[src/rtl/rab_inv_walker.sv]
// rab_inv_walker: invalidation sequencer for the RAB translation tables.
// Accepts an inclusive VA range, walks every L1 slice one per cycle and
// clears the slices whose range overlaps it, then (optionally) walks every
// L2 TLB entry through a two-stage read/check pipeline and clears the
// overlapping valid entries. Busy_SO is high for the whole walk.
// Optional feature macro: RAB_INV_L2_EN enables the L2 walk. When it is
// undefined the L1 walk goes straight to DONE and all L2 outputs are 0.
module rab_inv_walker #(
    parameter int unsigned AW               = 32,
    parameter int unsigned N_SLICES         = 16,
    parameter int unsigned L2_N_SETS        = 32,
    parameter int unsigned L2_N_SET_ENTRIES = 32,
    parameter int unsigned PGW              = 12,
    localparam int unsigned L1W = (N_SLICES > 1) ? $clog2(N_SLICES) : 1,
    localparam int unsigned SW  = (L2_N_SETS > 1) ? $clog2(L2_N_SETS) : 1,
    localparam int unsigned EW  = (L2_N_SET_ENTRIES > 1) ? $clog2(L2_N_SET_ENTRIES) : 1
) (
    input  logic              Clk_CI,
    input  logic              Rst_RBI,
    input  logic              InvReq_SI,
    output logic              InvReady_SO,
    input  logic [AW-1:0]     InvAddrMin_DI,
    input  logic [AW-1:0]     InvAddrMax_DI,
    output logic              Busy_SO,
    output logic              Done_SO,
    output logic [L1W-1:0]    L1Idx_SO,
    input  logic [AW-1:0]     L1AddrMin_DI,
    input  logic [AW-1:0]     L1AddrMax_DI,
    input  logic              L1En_DI,
    output logic              L1Clr_SO,
    output logic              L2Rd_SO,
    output logic [SW-1:0]     L2SetIdx_SO,
    output logic [EW-1:0]     L2EntryIdx_SO,
    input  logic [AW-PGW-1:0] L2Vpn_DI,
    input  logic              L2Valid_DI,
    output logic [SW-1:0]     L2ClrSet_SO,
    output logic [EW-1:0]     L2ClrEntry_SO,
    output logic              L2Clr_SO
);

    typedef enum logic [2:0] {
        ST_IDLE,
        ST_L1_WALK,
`ifdef RAB_INV_L2_EN
        ST_L2_WALK,
        ST_L2_DRAIN,
`endif
        ST_DONE
    } state_t;

    localparam logic [L1W-1:0] L1_LAST = L1W'(N_SLICES - 1);

    state_t         r_state;
    logic [AW-1:0]  r_min;
    logic [AW-1:0]  r_max;
    logic [L1W-1:0] r_l1_idx;
    logic           r_ready;
    logic           r_busy;
    logic           r_done;
    logic           w_l1_hit;

`ifdef RAB_INV_L2_EN
    localparam int unsigned SB = $clog2(L2_N_SETS);
    localparam int unsigned EB = $clog2(L2_N_SET_ENTRIES);
    localparam int unsigned KW = ((SB + EB) > 0) ? (SB + EB) : 1;
    localparam logic [KW-1:0] K_LAST = KW'(L2_N_SETS * L2_N_SET_ENTRIES - 1);

    logic [KW-1:0] r_k;          // linear index of the entry being read
    logic          r_l2_rd;      // read issued this cycle
    logic          r_l2_chk;     // read data of the previous cycle is on L2Vpn/L2Valid
    logic [SW-1:0] r_clr_set;    // set/entry of the entry whose data is being checked
    logic [EW-1:0] r_clr_ent;
    logic [SW-1:0] w_set;
    logic [EW-1:0] w_ent;
    logic [AW-1:0] w_pg_base;
    logic [AW-1:0] w_pg_end;

    assign w_set = SW'(r_k >> EB);
    assign w_ent = EW'(r_k & KW'(L2_N_SET_ENTRIES - 1));
`endif

    // Walk FSM: range latch, slice/entry counters and registered status outputs.
    always_ff @(posedge Clk_CI) begin
        if (!Rst_RBI) begin
            // NOTE: non-blocking assignments so every register updates from pre-edge values.
            r_state  <= ST_IDLE;
            r_min    <= '0;
            r_max    <= '0;
            r_l1_idx <= '0;
            r_ready  <= 1'b1;
            r_busy   <= 1'b0;
            r_done   <= 1'b0;
`ifdef RAB_INV_L2_EN
            r_k       <= '0;
            r_l2_rd   <= 1'b0;
            r_l2_chk  <= 1'b0;
            r_clr_set <= '0;
            r_clr_ent <= '0;
`endif
        end else begin
            r_done <= 1'b0;
`ifdef RAB_INV_L2_EN
            // The check stage trails the read stage by exactly one cycle.
            r_l2_chk <= r_l2_rd;
            if (r_l2_rd) begin
                r_clr_set <= w_set;
                r_clr_ent <= w_ent;
            end
`endif
            case (r_state)
                ST_IDLE: begin
                    if (InvReq_SI) begin
                        r_min    <= InvAddrMin_DI;
                        r_max    <= InvAddrMax_DI;
                        r_l1_idx <= '0;
`ifdef RAB_INV_L2_EN
                        r_k      <= '0;
`endif
                        r_ready  <= 1'b0;
                        r_busy   <= 1'b1;
                        r_state  <= ST_L1_WALK;
                    end
                end
                ST_L1_WALK: begin
                    if (r_l1_idx == L1_LAST) begin
`ifdef RAB_INV_L2_EN
                        r_l2_rd <= 1'b1;
                        r_state <= ST_L2_WALK;
`else
                        r_done  <= 1'b1;
                        r_state <= ST_DONE;
`endif
                    end else begin
                        r_l1_idx <= r_l1_idx + L1W'(1);
                    end
                end
`ifdef RAB_INV_L2_EN
                ST_L2_WALK: begin
                    if (r_k == K_LAST) begin
                        r_l2_rd <= 1'b0;
                        r_state <= ST_L2_DRAIN;
                    end else begin
                        r_k <= r_k + KW'(1);
                    end
                end
                ST_L2_DRAIN: begin
                    r_done  <= 1'b1;
                    r_state <= ST_DONE;
                end
`endif
                ST_DONE: begin
                    r_ready <= 1'b1;
                    r_busy  <= 1'b0;
                    r_state <= ST_IDLE;
                end
                default: r_state <= ST_IDLE;
            endcase
        end
    end

    assign InvReady_SO = r_ready;
    assign Busy_SO     = r_busy;
    assign Done_SO     = r_done;
    assign L1Idx_SO    = r_l1_idx;

    // Clear strobes are gated by reset so a walk aborted by reset clears
    // nothing at the edge where the reset is sampled.
    assign w_l1_hit = (L1AddrMin_DI <= r_max) && (L1AddrMax_DI >= r_min);
    assign L1Clr_SO = Rst_RBI && (r_state == ST_L1_WALK) && L1En_DI && w_l1_hit;

`ifdef RAB_INV_L2_EN
    // A page never wraps: its end is the base with all offset bits set.
    assign w_pg_base     = {L2Vpn_DI, {PGW{1'b0}}};
    assign w_pg_end      = {L2Vpn_DI, {PGW{1'b1}}};
    assign L2Rd_SO       = r_l2_rd;
    assign L2SetIdx_SO   = w_set;
    assign L2EntryIdx_SO = w_ent;
    assign L2ClrSet_SO   = r_clr_set;
    assign L2ClrEntry_SO = r_clr_ent;
    assign L2Clr_SO      = Rst_RBI && r_l2_chk && L2Valid_DI &&
                           (w_pg_base <= r_max) && (w_pg_end >= r_min);
`else
    logic w_unused_l2;
    assign w_unused_l2   = ^{L2Vpn_DI, L2Valid_DI};
    assign L2Rd_SO       = 1'b0;
    assign L2SetIdx_SO   = '0;
    assign L2EntryIdx_SO = '0;
    assign L2ClrSet_SO   = '0;
    assign L2ClrEntry_SO = '0;
    assign L2Clr_SO      = 1'b0;
`endif

endmodule
[config.mk]
export PLATFORM = sky130hd
export DESIGN_NAME = rab_inv_walker
export DESIGN_NICKNAME = d
export VERILOG_FILES = /design/src/rtl/rab_inv_walker.sv
export SDC_FILE = /design/constraint.sdc
export NUM_CORES = 1
export LEC_CHECK = 0
export BUFFER_PORTS_ARGS = -buffer_cell sky130_fd_sc_hd__buf_2
export CORE_UTILIZATION = 49
export CTS_CLUSTER_DIAMETER = 60
export DETAILED_ROUTE_END_ITERATION = 7
export PLACE_DENSITY_LB_ADDON = 0.05
export SYNTH_ARGS = -nofsm -noshare
export SYNTH_HDL_FRONTEND = slang
export SYNTH_SLANG_ARGS = --single-unit
[constraint.sdc]
create_clock -name Clk_CI -period 2.7 [get_ports Clk_CI]
set_input_delay 0.54 -clock Clk_CI [delete_from_list [all_inputs] [get_ports Clk_CI]]
set_output_delay 0.54 -clock Clk_CI [all_outputs]
set_load 0.005 [all_outputs]
# Word-level counts from Yosys, hierarchy flattened

Cells that the tools add are included.

Input bits: 153
Output and inout port bits: 30
Word-level logic and storage cells: 39
Register bits: 74

Equal/unequal tests: 6
Muxes and demuxes: 11
Add/subtract/negate cells: 1
$lt $le $gt $ge: 2
Reductions and logical operators: 12

Operators with widths:

| cell                  | number |
|---|---|
| $ge A32 B32 Y1        | 1 |
| $le A32 B32 Y1        | 1 |
| $mux W4               | 2 |
| $pmux W4 S2           | 1 |
| $reduce_and A2 Y1     | 4 |
| $mux W3               | 2 |
| $ne A2 B2 Y1 const B  | 3 |
| $pmux W3 S2           | 1 |
| $add A4 B1 Y4 const B | 1 |
| $eq A4 B4 Y1 const B  | 1 |
| $logic_and A1 B1 Y1   | 4 |
| $pmux W1 S2           | 2 |
| $reduce_bool A2 Y1    | 2 |
| $eq A3 B1 Y1 const B  | 1 |
| $eq A3 B2 Y1 const B  | 1 |
| $logic_not A3 Y1      | 1 |
| $mux W1               | 3 |
| $reduce_and A3 Y1     | 1 |

# Longest topological paths before layout

Gate-level depths: netlist (run 1).

Word-level depth: 4
Gate-level depth with buffers: 7
Mapped depth without buffers: 7

# Worst setup path before layout (run 1)

No wires, ideal clock.

Path kind: input-to-output
Start: input port L1AddrMax_DI[17]
End: output port L1Clr_SO
Setup slack: 0.290 ns
Arrival time: 1.870 ns
Required time: 2.160 ns
Stages on the path: 6
Path buffers: 0
Cell sequence: ha_1 -> a21oi_1 -> o21ai_1 -> a221o_1 -> a2111oi_2 -> a221oi_2

Word-level cells in the longest chain between the ends: 3

Ends and longest elaborated chain:

| what                | line | source |
|---|---|---|
| start: declaration  | 28   | `input logic [AW-1:0] L1AddrMax_DI,` |
| $ge A32 B32 Y1      | 168  | `assign w_l1_hit = (L1AddrMin_DI <= r_max) && (L1AddrMax_DI >= r_min);` |
| $logic_and A1 B1 Y1 | 168  |  |
| $logic_and A1 B1 Y1 | 169  | `assign L1Clr_SO = Rst_RBI && (r_state == ST_L1_WALK) && L1En_DI && w_l1_hit;` |
| end: declaration    | 30   | `output logic L1Clr_SO,` |

Every way passes these cells.

# Worst setup path after layout (run 1)

Start: register r_max[23]
End: output port L1Clr_SO

Word-level cells in the longest chain between the ends: 3

Ends and longest elaborated chain:

| what                     | line | source |
|---|---|---|
| start: declaration       | 55   | `logic [AW-1:0] r_max;` |
| start signal: assignment | 114  | `r_max <= InvAddrMax_DI;` |
| $le A32 B32 Y1           | 168  |  |
| $logic_and A1 B1 Y1      | 168  |  |
| $logic_and A1 B1 Y1      | 169  |  |

Every way passes these cells.

==> metrics, run 1 <==
LEAKAGE between 2 and 3 nW; First-pass DRT Iterations 8; Layout Skew between 0.01 and 0.015 ns; CTS Buf Count 9; CTS root buffer clkbuf_8; Max-slew headroom ~60%; total gr overflow 0; Synth Warn # 0; worst-case clock buffer depth 2; sequential share of the synthesized area 32.20%; vias in the first global route a little over 4,000; Peak VDD IR 263.1 uV; main combinational cell family by area after synthesis simple AND/OR/NAND/NOR gates; Synth Area in Simple Gates between 10% and 20%; Max-cap violations 0; largest net degree at the start of global routing 71; max-slew violation count 0; final period utilization 101.6%; CP peak stage delay between 0.3 and 0.4 ns; CP max FO 3; min-delay worst type primary input to flop; core area 0.008848 mm^2; initial antenna violation count 0; worst-path cell chain inv_2, ha_4, nand4_1, buf_4, nor4_4, buf_4, o31ai_2, a31oi_1, a221oi_2, buf_2; Synth Area in Adders 17.92%; fraction of layout cells with a size suffix above 1 between 30 and 40%; die height ~98 um; Critical Path End Type output pin; final wirelength approximately 11,000 um; routability cong. ~0.80; worst reg2reg setup slack 1.11 ns; Final #Nets approximately 930; post-DP HPWL 7863 um; Post-CTS Hold Buffers 0; P per Cell Area approximately 430 mW/mm^2; number of fill cells between 700 and 800; Most used DFF post-synth dfxtp_1; Reg clk slew, reported paths 0.08 ns; Syn Std Cell Area roughly 0.0045 mm^2; status finished, violations left; # clock sinks 73; DRC viols 8; CTS tree done; placed cells a little over 800; first-pass GRT wire length roughly 17,000 um; Crit Path Category flop to output pin; die width 98.24 um; Post-synth ARST share 0%; Yosys cell types between 40 and 50; Peak Freq 364.5 MHz; vias per cell roughly 5; Port Buffers 139; Synth Area in Compound Gates 18.31%; measured slew at the worst slew-check pin 0.6008 ns; EDFF count, synth 0; setup_tns -0.04381 ns; Clock H-tree levels 3; Post-Synthesis Cells about 570; IO Pins 183; vias post-DR ~4,100; CP arrival between 2 and 2.5 ns; Mean Syn Cell Area roughly 8.0 um^2; Final WS setup -0.04381 ns; total track usage ~22%; Place WS -0.2274 ns; Setup Viol. Count Final 1; Die Area around 0.0097 mm^2; Area Overhead vs Synth 31.95%; RSZ-0062 raised after global routing yes; drt wl/cell 13.13 um; FP Rows 34; Fin. Hold Viols 0; post-synthesis mux area share 0.2206%; violated checks DRC, setup timing; post-synthesis xor/xnor area fraction less than 1%; CP required 2.16 ns; worst-skew pair later-pin latency about 0.34 ns; initial core utilization about half; critical path's slowest cell dfxtp_2; startpoint class of the critical path flop; Tmin final approximately 2.7 ns; antenna viol nets, final 0; Post-Layout Cell Count slightly above 800; fin util 67.68%; Tot Pwr around 2.6 mW; n_diodes 0; Synth Register Bits 73; iteration-0 DRC count of the detailed router 89; CP most frequent cell buf_4
## timing repair
action,4_1_cts,5_1_grt
setup endpoints to repair,1,1
setup buffers,3,1
pin swaps,21,16
gates resized for setup,51,35
hold endpoints to repair,0,0
## synth_stat cells, types with 3 or more instances
| cell type | number | area share (%) |
|---|---|---|
| nand2_1 | 146 | 12 |
| dfxtp_1 | 73 | 32 |
| inv_1 | 66 | 5.5 |
| a21boi_1 | 65 | 11 |
| ha_1 | 65 | 18 |
| a21oi_1 | 22 | 2.4 |
| buf_4 | 22 | 3.6 |
| buf_2 | 13 | 1.4 |
| nor2_1 | 12 | 0.99 |
| nand4_1 | 10 | 1.4 |
| clkbuf_1 | 8 | 0.66 |
| nand3_1 | 6 | 0.66 |
| o21ai_0 | 6 | 0.66 |
| a21o_1 | 4 | 0.66 |
| nand2b_1 | 4 | 0.55 |
| and4_1 | 3 | 0.58 |
| nor2b_1 | 3 | 0.41 |
## power breakdown
| part | internal (mW) | leakage, nW | switching (mW) |
|---|---|---|---|
| registers | 1.14 | 0.611 | 0.0343 |
| clock network | 0.356 | 0.0891 | 0.411 |
| logic | 0.312 | 1.90 | 0.322 |
## stage by stage
| step | hold slack [ns] | area [um^2] |
|---|---|---|
| 2_1_floorplan | 0.4351 | 4617 |
| 4_1_cts | 0.4066 | 5784 |
| 5_1_grt | 0.4180 | 5988 |
| 6_report | 0.4148 | 5988 |
| 3_5_place_dp | 0.4377 | 5325 |
| 3_3_place_gp | 0.4343 | 5325 |
## final timing paths
check               startpoint         to  cells after the start
max                  r_max[23]   L1Clr_SO                     10
min          InvAddrMax_DI[26]  r_max[26]                      3
max reg2reg         r_state[0]  r_min[12]                      5
min reg2reg            Busy_SO    Busy_SO                      2
## critical path, delay by kind of cell, from the launching register on
kind	cells	cell delay (ns)
and+or+nand+nor	2	0.43
adders and majority gates	1	0.26
DFF	1	0.34
buffers and inverters	4	0.55
AOI/OAI and AO/OA	3	0.28
## cell type report
cell class	count	area, um^2	area share (%)
Inverter	66	247.7	4.137
Clock buffer	11	141.4	2.361
Multi-Input combinational cell	404	3089	51.59
Tap cell	108	135.1	2.257
Timing Repair Buffer	159	845.8	14.12
Clock inverter	5	31.28	0.5224
Sequential cell	73	1498	25.01
## cells in the final DEF (no fill, tap or decap), types with 2 or more instances in the layout
cell       instances
xor2_1             2
inv_1             53
a221oi_1           2
dfxtp_1           44
buf_2            139
dfxtp_2           29
a21oi_2            2
nand3_1            6
nand4_2            2
ha_1              36
o21ai_0            5
nand2b_1           3
a21oi_1           20
a21o_1             4
clkinv_2           3
conb_1            22
and4_1             3
nand4_1           10
and2_1             2
o211ai_1           2
nand2_1          145
nor3_2             2
a21boi_1          65
ha_4              29
clkbuf_8          10
o21ai_1            2
inv_2             13
nor2b_1            3
a2111oi_2          2
buf_4             20
nor2_1            10
## state kept, by name (all words and copies together) (netlist names)
name         count
r_min           32
InvReady_SO      1
r_state          2
Busy_SO          1
L1Idx_SO         4
r_max           32
Done_SO          1
## kinds of logic after synthesis
group                    Yosys count
AND/OR/NAND/NOR                  198
AO/OA/AOI/OAI                    116
buffers and inverters            109
flip-flops                        73
adder cells (fa/ha/maj)           65
XOR/XNOR                           2
other                              1
multiplexers                       1
## layer usage
metal  global-route usage, %  share of wire [%]  up-vias
li1                        -                  -     2128
met1                   26.70                 44     1885
met2                   39.17                 49      112
met3                   4.581                5.1       22
met4                   9.529                2.5        0
met5                       0                  0        -
Note: power is estimated with default switching activity, not from simulation.
==> run 2: changes to the inputs <==
- CELL_PAD_IN_SITES_DETAIL_PLACEMENT: not set -> 1
- CELL_PAD_IN_SITES_GLOBAL_PLACEMENT: not set -> 1
- CORE_UTILIZATION: 49 -> 35
==> metrics, run 2 (same netlist as run 1, synthesis figures left out) <==
status finished, violations left; violated checks setup timing; routability cong. 0.7688; Pint about 2.3 mW; min-delay worst type primary input to flop; # clock sinks 73; CTS tree done; vias post-DR roughly 4,100; die height 115.9 um; RR Endpoint r_min[20]; initial core utilization 35.96%; Final #Nets slightly above 900; Reg clk slew, reported paths around 0.060 ns; CP arrival approximately 2.2 ns; most common library cell in the layout ignoring fill and taps nand2_1; RSZ-0062 raised after global routing yes; Peak Freq roughly 360 MHz; worst reg2reg setup slack 1.18 ns; most frequent cells in the layout nand2_1, buf_2, a21boi_1; final period utilization 102.6%; CP max FO 2; CTS Buf Count 9; NetSw about 820 uW; max-slew violation count 0; setup_tns -0.07137 ns; LEAKAGE around 2.7 nW; Fin. Hold Viols 0; die width around 120 um; IO Pins 183; Crit Path Category flop to output pin; clock power share around 42%; crit path launch r_min[20]; Die Area approximately 0.013 mm^2; Worst Hold Path EP r_min[13]; Peak VDD IR 490.3 uV; measured slew at the worst slew-check pin between 0.6 and 0.7 ns; final wirelength between 10,000 and 15,000 um; placed cells between 800 and 900; Setup Viol. Count Final 1; Final WS setup -0.07137 ns; fraction of layout cells with a size suffix above 1 around a third; Tmin final 2.771 ns; Critical Path End Type output pin; total track usage just under 20%; Crit Reg-Reg Startpoint r_state[0]; worst-skew pair later-pin latency roughly 0.35 ns; DRC viols 0; Max-cap violations 0; CP required approximately 2.2 ns; total gr overflow 0; Reg power frac roughly 38%; FP Rows slightly above 40; initial antenna violation count 1; worst-path cell chain inv_2, ha_4, and4_1, a221o_1, a2111oi_4, buf_4, a221oi_2, buf_2; Top delay family on crit path compound AO/OA/AOI/OAI gates; final hold slack approximately 0.42 ns; Layout Skew 0.005343 ns; P per Cell Area 515.8 mW/mm^2; largest net degree at the start of global routing between 70 and 80; vias in the first global route about 4,300; Tot Pwr approximately 3.1 mW; iteration-0 DRC count of the detailed router ~150; core area roughly 0.013 mm^2; Port Buffers about 140; Area Overhead vs Synth 32.42%; Logic pwr share 19.8%; Max-slew headroom between 50 and 60%; number of fill cells between 1,500 and 2,000; antenna viol nets, final 0; CP peak stage delay between 0.3 and 0.4 ns; Reg area about 0.0015 mm^2; critical path's slowest cell a221o_1; n_diodes 0; post-DP HPWL approximately 9300 um; startpoint class of the critical path flop; area occupied by multi-input gates around 0.0029 mm^2; CTS root buffer clkbuf_16; Place WS -0.3533 ns; vias per cell ~4.6; switching share of total power 26.54%; Post-Layout Cell Count 894; worst min-delay path startpoint InvAddrMin_DI[13]; First-pass DRT Iterations 4; first-pass GRT wire length roughly 20,000 um; drt wl/cell ~14 um; WHS Path Cells 3; Post-CTS Hold Buffers 0; Clock H-tree levels 3; Worst Reg-to-Reg Cells 5; Buf/Inv on CP 3; worst-case clock buffer depth 2
run 2: cell count changes in the layout (fill, tap and decap cells not counted), moves of 2 or more:
cell	change
inv_2	-7
ha_1	+18
bufinv_16	+2
clkbuf_16	+9
dfxtp_2	-16
inv_1	+7
clkbuf_8	-9
buf_4	+3
clkinv_2	-3
ha_4	-18
dfxtp_1	+16
run 2: through the flow:
step           utilization (%)  area [um^2]
4_1_cts                  47.45         5988
5_1_grt                  47.62         6010
3_3_place_gp             43.23         5455
2_1_floorplan                -         4617
6_report                 47.62         6010
3_5_place_dp             43.23         5455
run 2: routing by layer:
layer	up-vias	wire, um	track usage (%)	part of all wire [%]
met1	1875	5252	21.16	42
met4	0	167	6.239	1.3
li1	2137	-	-	-
met5	-	0	0	0
met3	13	777	6.224	6.3
met2	95	6187	35.28	50
run 2: worst reg2reg max path, cell delays in order, from the launching register on:
cell and delay, ns:
dfxtp_1 0.34, nand2b_1 0.24, nor2_4 0.38, buf_12 0.25, nand2_1 0.10, a21boi_1 0.14
run 2: power groups by stage:
stage / logic, mW / registers, mW / clock network (mW)
global route: 0.704 / 1.18 / 1.40
detailed placement: 0.575 / 1.20 / 0
global placement: 0.544 / 1.19 / 0
CTS: 0.615 / 1.18 / 1.36
finish: 0.613 / 1.18 / 1.31
floorplan: 0.363 / 1.19 / 0
run 2: worst max path at each step:
stage	end	slack (ns)	cells past startpoint
3_5_place_dp	L1Clr_SO	-0.35	11
4_1_cts	L1Clr_SO	-0.09	8
5_1_grt	L1Clr_SO	-0.20	9
3_3_place_gp	L1Clr_SO	-0.32	11
2_1_floorplan	L1Clr_SO	0.29	6
6_report	L1Clr_SO	-0.07	8
run 2: what timing repair did:
action	CTS	global route
gates resized for setup	40	3
endpoints found under the setup margin	1	1
hold endpoints to repair	0	0
buffers inserted	3	0
pin swaps	17	2
run 2: final cells by class:
class / count / area share (%)
clock buffers: 12 / 4.102
clock inverters: 4 / 1.270
inverters: 66 / 4.122
multi-input cells: 404 / 47.55
flip-flops and latches: 73 / 24.59
well taps: 172 / 3.581
repair buffers: 163 / 14.78
==> run 3: changes to the inputs <==
- CORE_UTILIZATION: 35 -> 30
==> metrics, run 3 (same netlist as run 1, synthesis figures left out) <==
status finished, violations left; violated checks DRC, setup timing; initial core utilization just over 30%; P per Cell Area 485.7 mW/mm^2; Worst Reg-to-Reg Cells 5; core area about 0.015 mm^2; Peak Freq ~370 MHz; Logic pwr share a little over a fifth; Layout Skew 0.005319 ns; CP arrival 2.19 ns; vias per cell approximately 4.6; RSZ-0062 raised after global routing yes; final hold slack roughly 0.43 ns; Peak VDD IR around 270 uV; switching share of total power 27.38%; Pint ~2.2 mW; Reg power frac about two fifths; Max-cap violations 0; Reg area about 0.0015 mm^2; Die Area roughly 0.016 mm^2; Crit Reg-Reg Startpoint r_state[0]; final wirelength 12,480 um; clock power share around two fifths; Setup Viol. Count Final 1; Max-slew headroom between 50% and 60%; # clock sinks 73; Tmin final roughly 2.7 ns; max-slew violation count 0; vias post-DR 4,129; number of fill cells around 1,800; Final #Nets 935; fraction of layout cells with a size suffix above 1 33.56%; die width ~120 um; Reg clk slew, reported paths around 0.06 ns; First-pass DRT Iterations 6; LEAKAGE around 2.7 nW; Area Overhead vs Synth 34.93%; CP required ~2.2 ns; Tot Pwr approximately 3.0 mW; CTS root buffer clkbuf_16; largest net degree at the start of global routing between 70 and 80; worst min-delay path startpoint InvAddrMax_DI[22]; area occupied by multi-input gates about 0.003 mm^2; most common library cell in the layout ignoring fill and taps nand2_1; Final WS setup -0.03465 ns; die height roughly 120 um; worst-case clock buffer depth 2; Post-CTS Hold Buffers 0; first-pass GRT wire length about 20,000 um; routability cong. roughly 0.78; Port Buffers around 140; CP max FO 2; startpoint class of the critical path flop; measured slew at the worst slew-check pin 0.6494 ns; Fin. Hold Viols 0; FP Rows 44; RR Endpoint r_max[16]; NetSw 814.3 uW; drt wl/cell approximately 14 um; CTS tree done; total gr overflow 0; WHS Path Cells 3; initial antenna violation count 0; most frequent cells in the layout nand2_1, buf_2, a21boi_1; antenna viol nets, final 0; n_diodes 0; IO Pins roughly 180; total track usage about 16%; post-DP HPWL between 9000 and 10,000 um; iteration-0 DRC count of the detailed router 75; worst reg2reg setup slack about 1.1 ns; DRC viols 18; min-delay worst type primary input to flop; Critical Path End Type output pin; worst-skew pair later-pin latency roughly 0.34 ns; CTS Buf Count 9; vias in the first global route 4,269; Crit Path Category flop to output pin; final period utilization 101.3%; Clock H-tree levels 3; Worst Hold Path EP r_max[22]
run 3: changes by cell type in the layout (fill, tap and decap cells not counted), moves of 2 or more:
cell	previous run	this run
dfxtp_2	13	17
clkinv_2	0	3
dfxtp_1	60	56
inv_2	6	4
ha_1	54	45
inv_1	60	62
ha_4	11	20
run 3: what timing repair did:
| item | in CTS | in global routing |
|---|---|---|
| setup endpoints to repair | 1 | 1 |
| resized for setup | 32 | 27 |
| pin swaps | 18 | 13 |
| setup buffers | 2 | 2 |
run 3: metrics by stage:
stage	TNS [ns]	setup WS, ns	area, um^2	std cells	util (%)
2_1_floorplan	0	0.2905	4617	586	-
3_3_place_gp	-0.3126	-0.3126	5463	887	37.30
3_5_place_dp	-0.3002	-0.3002	5463	887	37.30
4_1_cts	-0.09738	-0.09738	5908	903	40.35
5_1_grt	-0.1713	-0.1713	6123	905	41.81
6_report	-0.03465	-0.03465	6123	905	41.81
run 3: cell type report:
type | instances | area share [%]
Multi-Input combinational cell | 404 | 48.94
Sequential cell | 73 | 24.21
Timing Repair Buffer | 163 | 14.51
Inverter | 66 | 4.046
Clock buffer | 11 | 3.801
Tap cell | 184 | 3.760
Clock inverter | 4 | 0.7356
run 3: metal layers:
metal  up-vias  GRT usage (%)  part of all wire, %
met4         0          6.241                  1.2
met5         -              0                    0
met3        10          4.108                  5.5
met1      1897          18.51                   44
met2        88          29.02                   50
li1       2134              -                    -
run 3: worst max path at each step:
stage	from	to	slack, ns	cells after the start
2_1_floorplan	L1AddrMax_DI[17]	L1Clr_SO	0.29	6
3_3_place_gp	L1AddrMax_DI[0]	L1Clr_SO	-0.31	11
3_5_place_dp	L1AddrMax_DI[0]	L1Clr_SO	-0.30	11
4_1_cts	r_min[22]	L1Clr_SO	-0.1	8
5_1_grt	r_max[29]	L1Clr_SO	-0.17	9
6_report	r_min[5]	L1Clr_SO	-0.03	8
run 3: critical path, cell delays in order, from the launching register on:
cell,delay (ns)
dfxtp_1,0.32
inv_1,0.04
ha_1,0.28
a21o_1,0.19
a221oi_1,0.41
o32ai_4,0.17
o21ai_4,0.21
a221oi_2,0.08
buf_2,0.15
run 3: power groups by stage:
stage | clock [mW] | sequential [mW] | combinational [mW]
floorplan | 0 | 1.19 | 0.363
global placement | 0 | 1.19 | 0.550
detailed placement | 0 | 1.20 | 0.573
CTS | 1.23 | 1.18 | 0.605
global route | 1.26 | 1.18 | 0.725
finish | 1.17 | 1.18 | 0.632
